## src/rtl/rp_8bit_pkg.sv

```systemverilog
// rp_8bit_pkg: shared types and helpers for the rp_8bit core.
//   fetch_st_t : instruction fetch FSM state encoding
//   is_2word() : flags first words of 2-word AVR opcodes (lds, sts, jmp, call)
package rp_8bit_pkg;

  typedef enum logic [1:0] {
    WRD1 = 2'd0,
    WRD2 = 2'd1,
    OUT  = 2'd2
  } fetch_st_t;

  // lds/sts: 1001_00??_????_0000, jmp/call: 1001_010?_????_11??
  function automatic logic is_2word(input logic [15:0] w);
    return ((w[15:10] == 6'b100100) && (w[3:0] == 4'b0000)) ||
           ((w[15:9] == 7'b1001010) && (w[3:2] == 2'b11));
  endfunction

endpackage

```

## src/rtl/rp_8bit_fetch.sv

```systemverilog
// rp_8bit_fetch: instruction fetch sequencer for the rp_8bit core.
// Reads 16-bit words from program memory, assembles 1- or 2-word
// instructions and hands them to the decoder over valid/ready. Handles
// redirects (jmp_vld) and skips (skp_vld during a decoder handshake).
//
// Ports:
//   clk, rst            clock, async active-high reset
//   pmem_req/adr        program memory request and word address (out)
//   pmem_ack/rdt        memory accept and same-cycle read data (in)
//   ins_vld/rdy         instruction handshake to the decoder
//   ins_code/len/pc     instruction words, length (0=1w, 1=2w), word address
//   jmp_vld/adr         redirect request and target
//   skp_vld             skip the next instruction (qualified by handshake)
//
// state | meaning
// ------+-------------------------------------------------
// WRD1  | fetching the first word of an instruction
// WRD2  | fetching the second word of a 2-word instruction
// OUT   | holding the instruction for the decoder
module rp_8bit_fetch
  import rp_8bit_pkg::*;
#(
  parameter int PAW = 11
) (
  input  logic           clk,
  input  logic           rst,
  output logic           pmem_req,
  output logic [PAW-1:0] pmem_adr,
  input  logic           pmem_ack,
  input  logic [15:0]    pmem_rdt,
  output logic           ins_vld,
  input  logic           ins_rdy,
  output logic [31:0]    ins_code,
  output logic           ins_len,
  output logic [PAW-1:0] ins_pc,
  input  logic           jmp_vld,
  input  logic [PAW-1:0] jmp_adr,
  input  logic           skp_vld
);

  fetch_st_t      st, st_nxt;
  logic [PAW-1:0] pc, pc_nxt;
  logic [PAW-1:0] ipc, ipc_nxt;
  logic [31:0]    code, code_nxt;
  logic           len, len_nxt;
  logic           skip, skip_nxt;

  always_ff @(posedge clk or posedge rst) begin
    if (rst) begin
      st   <= WRD1;
      pc   <= '0;
      ipc  <= '0;
      code <= '0;
      len  <= 1'b0;
      skip <= 1'b0;
    end else begin
      st   <= st_nxt;
      pc   <= pc_nxt;
      ipc  <= ipc_nxt;
      code <= code_nxt;
      len  <= len_nxt;
      skip <= skip_nxt;
    end
  end

  always_comb begin
    st_nxt   = st;
    pc_nxt   = pc;
    ipc_nxt  = ipc;
    code_nxt = code;
    len_nxt  = len;
    skip_nxt = skip;
    if (jmp_vld) begin
      // Redirect wins over everything; any word acked this cycle is dropped.
      st_nxt   = WRD1;
      pc_nxt   = jmp_adr;
      skip_nxt = 1'b0;
    end else begin
      case (st)
        WRD1: begin
          if (pmem_ack) begin
            pc_nxt   = pc + 1'b1;
            ipc_nxt  = pc;
            code_nxt = {16'h0000, pmem_rdt};
            len_nxt  = is_2word(pmem_rdt);
            if (is_2word(pmem_rdt)) begin
              st_nxt = WRD2;
            end else if (skip) begin
              // Skipped 1-word instruction: fetch the next one directly.
              st_nxt   = WRD1;
              skip_nxt = 1'b0;
            end else begin
              st_nxt = OUT;
            end
          end
        end
        WRD2: begin
          if (pmem_ack) begin
            pc_nxt   = pc + 1'b1;
            code_nxt = {pmem_rdt, code[15:0]};
            if (skip) begin
              st_nxt   = WRD1;
              skip_nxt = 1'b0;
            end else begin
              st_nxt = OUT;
            end
          end
        end
        OUT: begin
          if (ins_rdy) begin
            st_nxt   = WRD1;
            skip_nxt = skp_vld;
          end
        end
        default: st_nxt = WRD1;
      endcase
    end
  end

  assign pmem_req = (st != OUT);
  assign pmem_adr = pc;
  assign ins_vld  = (st == OUT);
  assign ins_code = code;
  assign ins_len  = len;
  assign ins_pc   = ipc;

endmodule

```

## config.mk

```make
export PLATFORM = sky130hd
export DESIGN_NAME = rp_8bit_fetch
export DESIGN_NICKNAME = d
export VERILOG_FILES = /design/src/rtl/rp_8bit_pkg.sv /design/src/rtl/rp_8bit_fetch.sv
export SDC_FILE = /design/constraint.sdc
export NUM_CORES = 1
export LEC_CHECK = 0
export CORE_MARGIN = 5
export CORE_UTILIZATION = 48
export DETAILED_ROUTE_END_ITERATION = 6
export PLACE_DENSITY_LB_ADDON = 0.1
export SLEW_MARGIN = 15
export SYNTH_ARGS = -nofsm -noshare
export SYNTH_HDL_FRONTEND = slang
export SYNTH_SLANG_ARGS = --single-unit
```

## constraint.sdc

```tcl
create_clock -name clk -period 3 [get_ports clk]
set_input_delay 0.3 -clock clk [delete_from_list [all_inputs] [get_ports clk]]
set_output_delay 0.3 -clock clk [all_outputs]
set_load 0.05 [all_outputs]
```

# --- After elaboration in Yosys (flattened, before gate mapping) ---
# Index checks and enable logic that the tools add are counted.
totals:
  ff_bits: 58
  input_bits: 33
  out_inout_bits: 57
  wordCells: 57
classes:
  n_addsub: 1
  n_eq_ne: 12
  mux: 19
  n_bitwise: 2
  n_reduce_logical: 16
op_table:
  columns: ["operator", "count"]
  rows:
  - ["2-to-1 mux 32 bit", 2]
  - ["case mux 32 bit (2 select lines)", 1]
  - ["2-to-1 mux 11 bit", 3]
  - ["2-to-1 mux 2 bit", 6]
  - ["adder 11 x 1 -> 11 bit (second input constant)", 1]
  - ["inequality test 3 bit (second input constant)", 3]
  - ["AND reduction 4 bit", 2]
  - ["equality test 7 bit (second input constant)", 1]
  - ["equality test 6 bit (second input constant)", 1]
  - ["inequality test 2 bit (second input constant)", 3]
  - ["case mux 2 bit (3 select lines)", 1]
  - ["AND reduction 3 bit", 2]
  - ["nonzero test 2 bit", 3]
  - ["2-to-1 mux 1 bit", 5]
  - ["AND reduction 5 bit", 1]
  - ["equality test 2 bit (second input constant)", 2]
  - ["zero test 4 bit", 1]
  - ["nonzero test 4 bit", 1]
  - ["inequality test 3 x 1 -> 1 bit (second input constant)", 1]
  - ["case mux 1 bit (3 select lines)", 1]
  - ["equality test 2 x 1 -> 1 bit (second input constant)", 1]
  - ["logical AND 1 bit", 2]
  - ["zero test 2 bit", 1]
  - ["inverter 1 bit", 2]
  - ["other kinds (3)", 3]

# --- Depth between registers and ports, before layout ---
logic_depth:
  ltp_word: 7
  ltp_mapped: 8
  depth_no_buf: 6

# --- Worst setup path before layout ---
# OpenSTA, ideal clock, no wires.
synth_path:
  kind: "flip-flop to flip-flop"
  startpoint: "register st[1]"
  endpoint: "register skip"
  setup_time_ps: 76
  arrival_time_ps: 1791
  required_time_ps: 2924
  slack_ps: 1132
  stages_incl_launch_ff: 7
  n_path_buf: 1
  synth_period_minus_slack_ps: 1868
  cell_sequence: "dfrtp_1 buf_6 nand2_1 inv_1 a2111oi_0 a41oi_1 o21ai_1"
synth_between:
  elab_chain_len: 3
  word_cells_on_any_way: 11
  classes_between: "6 x eq/ne; 2 x mux; 3 x reduce/logical"
synth_lines:
  columns: ["item", "line_no", "source"]
  rows:
  - ["start, declared", "rp_8bit_fetch.sv:41", "fetch_st_t st, st_nxt;"]
  - ["start signal, assigned", "rp_8bit_fetch.sv:57", "st <= st_nxt;"]
  - ["equality test 2 bit (*)", null, null]
  - ["named net ins_vld", "rp_8bit_fetch.sv:31", "output logic ins_vld,"]
  - ["inequality test 3 x 1 -> 1 bit (no source line), or another cell as far along", null, null]
  - ["AND reduction 5 bit (no source line) / 2-to-1 mux 1 bit (equally long branches)", null, null]
  - ["end signal, assigned", "rp_8bit_fetch.sv:62", "skip <= skip_nxt;"]
  - ["end, declared", "rp_8bit_fetch.sv:46", "logic skip, skip_nxt;"]
# Mark *: on every way through the listed nets, which the timed path passes. The rest lies on a longest branch.
# A chain may end at the register's enable or synchronous reset.

# --- Final worst setup path ---
layout_path:
  startpoint: "input port pmem_ack"
  endpoint: "register ipc[5], in the netlist ins_pc[5]"
layout_between:
  elab_chain_len: 1
layout_lines:
  columns: ["item", "line_no", "source"]
  rows:
  - ["start, declared", "rp_8bit_fetch.sv:29", "input logic pmem_ack,"]
  - ["AND reduction 3 bit (no source line)", null, null]
  - ["end signal, assigned", "rp_8bit_fetch.sv:59", "ipc <= ipc_nxt;"]
  - ["end, declared", "rp_8bit_fetch.sv:43", "logic [PAW-1:0] ipc, ipc_nxt;"]
# No other way between the ends.

==> results.md <==
- Outcome: finished, final reports clean
- CP Cell Sequence: clkdlybuf4s50_1, nor2b_1, nand2_1, nand2_1, o21ai_0
- Total gr overflow: 0
- Unique cell type count in the Yosys netlist: 29
- Clock share of power: 30.3%
- Max incr delay on CP: 690 ps
- Clock buffer count from CTS: 9
- Worst slew margin relative to its limit: 29.1%
- Vias in the first global route: 2127
- P per Cell Area: 637 nW/µm²
- Dominant cell type by area after synthesis: dfrtp_1
- Register area share after synthesis: 57.7%
- CTS tree: done
- Net Sw Frac: 34.9%
- Synth Cell Area: 2520 µm²
- Hold Buf Count CTS: 0
- Worst Max-Slew Pin Slew: 1060 ps
- Worst skew pair latency: 320 ps
- WP data arrival: 2440 ps
- Period utilization: 75.7%
- Max IR drop VDD: 0.412 mV
- Tmin final: 2270 ps
- Final Wtd Congestion: 0.806
- Drt first pass iters: 4
- Maximum clock insertion buffer count: 2
- Core Box Area: 5110 µm²
- Initial antenna violation count: 0
- Yosys warnings: 0
- Area growth, synth to finish: 44.3%
- IO Port Bufs: 89
- Min setup slack post-route: 730 ps
- CP dominant cell by count: nand2_1
- Fraction of power consumed by sequential logic: 40.2%
- Critical Path RT: 3170 ps
- Ys flop type: dfrtp_1
- Start-to-end type of the worst setup path: input pin to flip-flop
- WP buf/inv: 1
- Fin cells: 443
- Final ANT Viol Nets: 0
- Initial DRC Count: 110
- Final setup viols: 0
- First-pass GRT wire length: 10400 µm
- Die Span Y: 82.4 µm
- Maximum fanout along the worst path: 30
- Layout cells sized above 1: 6.43%
- IO Pins: 90
- Post-synth top cells: nand2_1, dfrtp_1, o21ai_0
- Cell with the largest stage delay on the worst path: nand2_1
- Placed insts: 427
- Area fraction of the dominant cell type after synthesis: 57.7%
- RSZ-0062 raised after global routing: no
- DRC: 0
- Post-CTS sizing: 0
- Initial Utilization: 49.3%
- Place WS: 428 ps
- EDFF count, synth: 0
- LEAKAGE: 1.63 nW
- FFs w/ async S/R, synth: 100%
- Critical Path Source Type: input pin
- Delay-heaviest family, CP: simple AND/OR/NAND/NOR gates
- Final wirelength: 6230 µm
- Comb pwr share: 29.4%
- Row count: 26
- Reg clk slew, reported paths: 60 ps
- Post-DP HPWL: 4420 µm
- Fin. Hold Viols: 0
- Max cap viols: 0
- Antenna diodes: 0
- Syn avg cell area: 9.02 µm²
- Vias per cell: 4.92
- Root buf cell: clkbuf_8
- Mapped Nets: 313
- Fmax achieved: 0.440 GHz
- Worst min path class: flip-flop to flip-flop
- Most common cell in the netlist: nand2_1
- Mapped Cells: 279
- Post-CTS Setup Bufs: 0
- Clk_skew: 7.92 ps
- Horiz. Die Dim: 82.4 µm
- Die ar.: 6790 µm²
- Via count: 2179
- Net count, final: 402
- Final Slew Violations: 0
- Cell Int Power: 1.51 mW
- Largest net degree at the start of global routing: 59
- Worst Setup End Kind: flip-flop
- Num Clock Sinks: 58
- GRT Total Usage: 20.5%
- #FFs+latches synth: 58
- Total negative slack: 0 ps
- Synth area leaders: dfrtp_1, nand2_1, o21ai_0
- Total net switching power: 0.809 mW
- Routed WL per cell: 14.1 µm
- # H-tree levels: 3
==> routing by layer <==
metal  routed length [µm]  track usage [%]  vias up
li1                     -                -     1075
met1                 2830             27.5     1022
met2                 2900             30.7       73
met3                  411             5.53        9
met4                   93             9.47        0
met5                    0                0        -
==> power by group through the flow <==
stage                     Sequential (mW)  Combinational (mW)  Clock, mW
after global routing                0.946               0.723      0.755
after CTS                           0.932               0.687      0.713
after global placement              0.943               0.679          0
final                               0.932               0.681      0.703
after floorplan                      1.22               0.147          0
after detailed placement            0.944               0.685          0
==> registers in the layout, summed over array words and instances, names as in the netlist <==
| signal | count |
|---|---|
| ins_code | 32 |
| ins_len | 1 |
| ins_pc | 11 |
| pmem_adr | 11 |
| skip | 1 |
| st | 2 |
==> placed cells by master, fill, tap and decap left out <==
| master | count |
|---|---|
| or4_4 | 1 |
| dfrtp_1 | 58 |
| clkdlybuf4s50_1 | 89 |
| nor2b_1 | 1 |
| xnor2_1 | 7 |
| clkinv_2 | 1 |
| o41ai_1 | 1 |
| a2111oi_0 | 1 |
| nor2_1 | 6 |
| buf_4 | 4 |
| nand2_1 | 128 |
| and2_1 | 1 |
| a41oi_1 | 1 |
| xor2_1 | 3 |
| nor4_2 | 1 |
| o2bb2ai_1 | 1 |
| clkbuf_8 | 14 |
| nand4b_1 | 2 |
| nand3b_4 | 1 |
| and4b_1 | 1 |
| o21ai_1 | 2 |
| o21ai_2 | 1 |
| inv_1 | 5 |
| inv_2 | 1 |
| mux2i_1 | 1 |
| nand4_1 | 3 |
| o21ai_0 | 28 |
| clkbuf_1 | 1 |
| ha_1 | 1 |
| nor3_1 | 4 |
| nand3_1 | 4 |
==> layout make-up <==
class                   instances  area (µm²)
multi-input cells             200         950
inverters                       6        22.5
clock inverters                 1        5.00
fillers                       429        1470
flip-flops and latches         58        1450
well taps                      70        87.6
clock buffers                  15         196
repair buffers                 93         921
==> through the flow <==
stage	power, mW	hold WS (ps)	util [%]	instance area [µm²]
global placement	1.62	451	67.2	3430
global route	2.42	505	71.1	3630
CTS	2.33	480	71.1	3630
detailed placement	1.63	462	67.2	3430
finish	2.32	477	71.1	3630
floorplan	1.37	382	-	2520
==> worst min-delay path: cells and delay by family, from the launching register on <==
family | cells | cell delay [ps]
simple gates | 2 | 100
flops | 1 | 340
==> kinds of logic (layout without fill, tap and decap cells) <==
family,Yosys count,after routing,share of synthesized area (%)
flops,58,58,57.7
compound gates,35,35,7.70
buf+inv,21,115,4.62
simple gates,153,153,25.6
mux,1,1,0.398
fa+ha+maj,1,1,0.497
xor+xnor,10,10,3.48
==> final timing paths <==
kind,start,end,slack [ps],cells after the start
setup / recovery,pmem_ack,ins_pc[5],730,5
hold / removal,ins_code[5],ins_code[5],480,2
setup reg to reg,st[1],ins_pc[5],860,4
hold reg to reg,ins_code[5],ins_code[5],480,2
max in group asynchronous,rst,pmem_adr[3],2030,3
min in group asynchronous,rst,ins_pc[4],500,3
No activity file was read; power rests on OpenSTA's default activity.
